**src/rtl/if_id_fetch_queue.sv**
```systemverilog
// IF/ID fetch queue: DEPTH-entry FIFO of {instruction, PC} pairs between
// fetch and decode, with valid/ready handshakes, redirect flush and a NOP
// bubble toward decode whenever the queue is empty.
module if_id_fetch_queue #(
  parameter int unsigned             INSTR_WIDTH = 32,
  parameter int unsigned             PC_WIDTH    = 32,
  parameter int unsigned             DEPTH       = 4,
  parameter logic [INSTR_WIDTH-1:0]  NOP_WORD    = '0
) (
  input  logic                          Clk,
  input  logic                          Reset,
  input  logic                          flush,
  input  logic                          in_valid,
  output logic                          in_ready,
  input  logic [INSTR_WIDTH-1:0]        in_instr,
  input  logic [PC_WIDTH-1:0]           in_pc,
  output logic                          out_valid,
  input  logic                          out_ready,
  output logic [INSTR_WIDTH-1:0]        out_instr,
  output logic [PC_WIDTH-1:0]           out_pc,
  output logic [$clog2(DEPTH):0]        count
);

  localparam int unsigned AW = $clog2(DEPTH);
  localparam int unsigned CW = AW + 1;

  logic [INSTR_WIDTH-1:0] instr_mem [DEPTH];
  logic [PC_WIDTH-1:0]    pc_mem    [DEPTH];
  logic [AW-1:0]          rd_ptr;
  logic [AW-1:0]          wr_ptr;
  logic [CW-1:0]          occ;
  logic                   push;
  logic                   pop;
  logic                   clear;

  // Handshake status derives only from registered occupancy, so a full
  // queue refuses a push even when decode pops in the same cycle.
  always_comb begin
    in_ready  = (occ != CW'(DEPTH));
    out_valid = (occ != CW'(0));
    clear     = Reset || flush;
    push      = in_valid && in_ready && !clear;
    pop       = out_valid && out_ready && !clear;
    count     = occ;
  end

  // Head presentation: stored entry when valid, NOP bubble otherwise.
  always_comb begin
    out_instr = NOP_WORD;
    out_pc    = '0;
    if (out_valid) begin
      out_instr = instr_mem[rd_ptr];
      out_pc    = pc_mem[rd_ptr];
    end
  end

  // Pointer and occupancy tracking; reset and flush both empty the queue.
  always_ff @(posedge Clk) begin
    if (clear) begin
      rd_ptr <= '0;
      wr_ptr <= '0;
      occ    <= '0;
    end else begin
      if (push) wr_ptr <= wr_ptr + AW'(1);
      if (pop)  rd_ptr <= rd_ptr + AW'(1);
      case ({push, pop})
        2'b10:   occ <= occ + CW'(1);
        2'b01:   occ <= occ - CW'(1);
        default: occ <= occ;
      endcase
    end
  end

  // Entry storage; contents are never cleared, the pointers define validity.
  always_ff @(posedge Clk) begin
    if (push) begin
      instr_mem[wr_ptr] <= in_instr;
      pc_mem[wr_ptr]    <= in_pc;
    end
  end

endmodule

```
**config.mk**
```make
export PLATFORM = sky130hd
export DESIGN_NAME = if_id_fetch_queue
export DESIGN_NICKNAME = d
export VERILOG_FILES = /design/src/rtl/if_id_fetch_queue.sv
export SDC_FILE = /design/constraint.sdc
export NUM_CORES = 1
export LEC_CHECK = 0
export CAP_MARGIN = 10
export CORE_MARGIN = 2
export CORE_UTILIZATION = 55
export DETAILED_ROUTE_END_ITERATION = 8
export GPL_TIMING_DRIVEN = 0
export PLACE_DENSITY = 0.79
export SLEW_MARGIN = 20
export SYNTH_ARGS = -nofsm -noshare
export SYNTH_HDL_FRONTEND = slang
export SYNTH_SLANG_ARGS = --single-unit
export TNS_END_PERCENT = 20
```
**constraint.sdc**
```tcl
create_clock -name Clk -period 6.55 [get_ports Clk]
set_input_delay 0.9825 -clock Clk [delete_from_list [all_inputs] [get_ports Clk]]
set_output_delay 0.9825 -clock Clk [all_outputs]
set_load 0.005 [all_outputs]
```
# After elaboration in Yosys (flattened, before gate mapping)
# Memory sizes are Yosys's and may differ from the RTL's. A register that Yosys moved wholly into a read port is not among the register bits.
# Index checks and enable logic that the tools add are counted.
# word_totals
regBits	7
ram_bits	256
out_inout_bits	69
elab_cells	29
memories	2
# classes
n_addsub	4
eq_ne	3
muxes	9
reduce_logical	8
# memory_table
memory	depth	word_bits	rd	rd_clocked_by_memory_dff	wr	line_no	source
instr_mem	4	32	1	1	1	27	logic [INSTR_WIDTH-1:0] instr_mem [DEPTH];
pc_mem	4	32	1	1	1	28	logic [PC_WIDTH-1:0] pc_mem [DEPTH];
# ops
cell	count
$mux W32	2
$mux W2	4
$pmux W3 S2	1
$add A2 B1 Y2 const B	2
$logic_and A1 B1 Y1	4
$add A3 B1 Y3 const B	1
$ne A3 B3 Y1 const B	1
$reduce_bool A3 Y1	1
$sub A3 B1 Y3 const B	1
$eq A2 B1 Y1 const B	1
$eq A2 B2 Y1 const B	1
$mux W1	2
$reduce_bool A2 Y1	1
$logic_not A1 Y1	1
$logic_or A1 B1 Y1	1

# Logic depth before layout (Yosys ltp)
# depth
ltp_word	5
depth_mapped	9
depth_no_buf	9

# Worst setup path before layout
# Ideal clock, no wire load.
# synth_path
path_type	input to register
from	input port flush
to	memory instr_mem[0][0] (enable)
arrival_time_ns	2.872
t_required_ns	6.121
path_slack_ns	3.249
path_stages	2
n_path_buf	0
path_cell_list	nor2_1 > and3_1
# synth_between
elab_chain_cells	5
# synth_rtl
element	line_no	source
start, declared	12	input logic flush,
$logic_or A1 B1 Y1	41	clear = Reset || flush;
$logic_not A1 Y1	42	push = in_valid && in_ready && !clear;
$logic_and A1 B1 Y1	42	
$mux W1	76	if (push) begin
$mux W1 (not written as such)	77	instr_mem[wr_ptr] <= in_instr;
end, declared	27	
# No other way between the ends.

# Final worst setup path
# layout_path
from	register occ[0] (netlist: count[0])
to	output port out_instr[5]
# layout_between
elab_chain_cells	2
# layout_rtl
element	line_no	source
start, declared	31	logic [CW-1:0] occ;
start signal, assigned	67	2'b10: occ <= occ + CW'(1);
start signal, assigned	68	2'b01: occ <= occ - CW'(1);
$reduce_bool A3 Y1	40	out_valid = (occ != CW'(0));
$mux W32	51	if (out_valid) begin
end, declared	19	output logic [INSTR_WIDTH-1:0] out_instr,
# No other way between the ends.

==> impl_metrics.env <==
export IMPL_overflow=0
export IMPL_grt_pass1_vias=5283
export IMPL_synth_edff_count=256
export IMPL_regArea_mm2=0.00787
export IMPL_fp_dieH_um=140
export IMPL_diodes=0
export IMPL_synth_area_top_cells="edfxtp_1, mux4_2, and2_1"
export IMPL_cts_htree_levels=1
export IMPL_clk_latency_ns=0.51
export IMPL_dp_slack_ns=3.16
export IMPL_portBuffers=137
export IMPL_drc=0
export IMPL_rr_worst_depth=9
export IMPL_worstMarginPinSlew_ns=0.616
export IMPL_start_util_pct=56.5
export IMPL_setup_worst_path_start="count[0]$_SDFFE_PP0P_"
export IMPL_cts_made_buffers=26
export IMPL_setup_slack_ns=2.80
export IMPL_final_period_utilization_pct=57.2
export IMPL_clkSinkCount=265
export IMPL_r2r_start="count[2]$_SDFFE_PP0P_"
export IMPL_vias_per_cell=5.69
export IMPL_fin_skew_ns=0.00915
export IMPL_maxSlewHeadroom_pct=58.9
export IMPL_status="completed"
export IMPL_clockRootBuffer="clkbuf_16"
export IMPL_synth_seq_cells=265
export IMPL_synth_warnings=0
export IMPL_drive_gt1_share_pct=18.2
export IMPL_ctsResizeCount=0
export IMPL_die_area_mm2=0.0197
export IMPL_n_fill_cell=1076
export IMPL_grt_pass1_wl_mm=28.7
export IMPL_grt_max_degree=36
export IMPL_clk_pin_slew_worst_paths_ns=0.06
export IMPL_track_usage_pct=19.1
export IMPL_cts_tree="yes"
export IMPL_die_w_um=140
export IMPL_hold_buffers=0
export IMPL_seq_area_frac_synth_pct=77.0
export IMPL_crit_type="reg2out"
export IMPL_yosysTopAreaCellShare_pct=75.3
export IMPL_finalWirelength_mm=18.5
export IMPL_dp_hpwl_mm=11.4
export IMPL_power_w=0.00343
export IMPL_io_pins=138
export IMPL_hold_viol_final=0
export IMPL_avgSynthCellArea_um2=22.3
export IMPL_dp_cells=828
export IMPL_setup_viol=0
export IMPL_rsz0062_at_grt="false"
export IMPL_core_rowCount=49
export IMPL_drtAntennaViolNets=0
export IMPL_gr_usage_met2_pct=32.5
export IMPL_final_max_slew_viol_count=0
export IMPL_fin_nets=702
export IMPL_critPathMaxFanout=10
export IMPL_ys_types=26
export IMPL_clockBufferDepth=3
export IMPL_min_from="rd_ptr[0]$_SDFFE_PP0P_"
export IMPL_leakage_nw=4.06
export IMPL_multi_input_area_mm2=0.00215
export IMPL_wire_per_inst_um=21.3
export IMPL_syn_area_mm2=0.0102
export IMPL_final_instance_count_excl_fill=871
export IMPL_critPathArrivalTime_ns=2.77
export IMPL_antenna_found_initial=0
export IMPL_r2r_end="count[2]$_SDFFE_PP0P_"
export IMPL_start_kind="register"
export IMPL_ir_drop_mv=0.279
export IMPL_grt_util_met1_pct=26.0
export IMPL_finalHoldWorstSlack_ns=0.527
export IMPL_core_area_mm2=0.0181
export IMPL_holdPathEnd="rd_ptr[0]$_SDFFE_PP0P_"
export IMPL_min_period_ns=3.75
export IMPL_fin_tns_setup_ns=0
export IMPL_syn_num_nets=533
export IMPL_holdPathStages=2
export IMPL_async_reset_ff_share_pct=0
export IMPL_critPathCaptureType="output port"
export IMPL_vias=4955
export IMPL_busiest_layer="met2"
export IMPL_first_pass_iters=4
export IMPL_syn_inst=458
export IMPL_power_density_mw_per_mm2=268
export IMPL_drt_iter0_markers=283
export IMPL_gr_usage_met3_pct=3.62
export IMPL_max_freq_mhz=267
export IMPL_synthFlopType="edfxtp_1"
export IMPL_drv_cap=0
export IMPL_worstPathRequired_ns=5.57
export IMPL_cts_setup_buffers=0
export IMPL_ff2ff_setup_slack_ns=4.08
export IMPL_place_gp_congestion=0.707
export IMPL_hold_path_class="reg2reg"
export IMPL_yosys_area_top_type="edfxtp_1"
export IMPL_syn_to_final_growth_pct=25.2
## critical path: stages, from the launching register on
cell and delay [ns]:
dfxtp_1 0.49, or3_1 0.18, clkbuf_1 0.48, clkbuf_1 0.38, and2_1 0.22, clkdlybuf4s50_1 0.51
## worst max-delay path by stage
stage	endpoint	slack, ns	depth (start not counted)
after CTS	out_pc[16]	2.71	5
after detailed placement	count[2]$_SDFFE_PP0P_	3.16	10
after global routing	out_instr[5]	2.58	5
final	out_instr[5]	2.80	5
after floorplan	instr_mem[0][0]$_DFFE_PP_	3.25	2
after global placement	instr_mem[0][2]$_DFFE_PP_	1.62	3
## registers in the layout, summed over array words and instances (netlist names), named ones only
| name | count |
|---|---|
| count | 3 |
| instr_mem | 128 |
| pc_mem | 128 |
| rd_ptr | 2 |
| wr_ptr | 2 |
## layout make-up
cell class              count  share of cell area (%)
flip-flops and latches    265                    61.5
plain buffers              22                    1.54
clock buffers              33                    5.46
clock inverters            10                   0.929
inverters                   5                   0.147
well taps                 229                    2.24
repair buffers            141                    11.3
multi-input cells         166                    16.8
## report_power, final
group,internal [W],switching (W),leakage [nW]
Sequential,0.00188,0.00000435,2.39
Clock,0.000862,0.000570,0.398
Combinational,0.0000670,0.0000480,1.27
Total,0.00280,0.000623,4.06
## cells by family after synthesis
| kind of cell | count (synthesis) | share of synthesized area [%] |
|---|---|---|
| fa+ha+maj | 6 | 0.808 |
| mux | 64 | 14.3 |
| flops | 265 | 77.0 |
| simple gates | 85 | 5.03 |
| buf+inv | 27 | 2.11 |
| xor+xnor | 4 | 0.343 |
| compound gates | 7 | 0.429 |
## per-stage QoR
stage               util [%]  area [um2]
CTS                     70.7       12800
finish                  70.7       12800
global placement        65.6       11900
detailed placement      66.2       12000
global route            70.7       12800
floorplan                  -       10200
## synthesized netlist by cell type, types with 4 or more instances
| cell | instances |
|---|---|
| mux4_1 | 4 |
| inv_1 | 5 |
| edfxtp_1 | 256 |
| and3_1 | 4 |
| and2_1 | 64 |
| ha_1 | 5 |
| xor2_1 | 4 |
| mux4_2 | 60 |
| buf_12 | 6 |
| dfxtp_1 | 9 |
| buf_2 | 6 |
| nor2_1 | 8 |
| clkbuf_1 | 8 |
## routing by layer
metal	share of wire, %	vias to the layer above
met5	0	-
met4	1.9	0
met3	5.6	31
met2	52	149
met1	41	2576
li1	-	2199
## placed cells by master (no fill, tap or decap), drive strengths merged, types with 4 or more instances in the layout
master / instances
and2: 65
and3: 4
buf: 17
clkbuf: 42
clkdlybuf4s50: 137
clkinv: 7
dfxtp: 9
edfxtp: 256
ha: 5
inv: 5
mux4: 64
nor2: 8
xor2: 4
No activity file was read; power rests on OpenSTA's default activity.
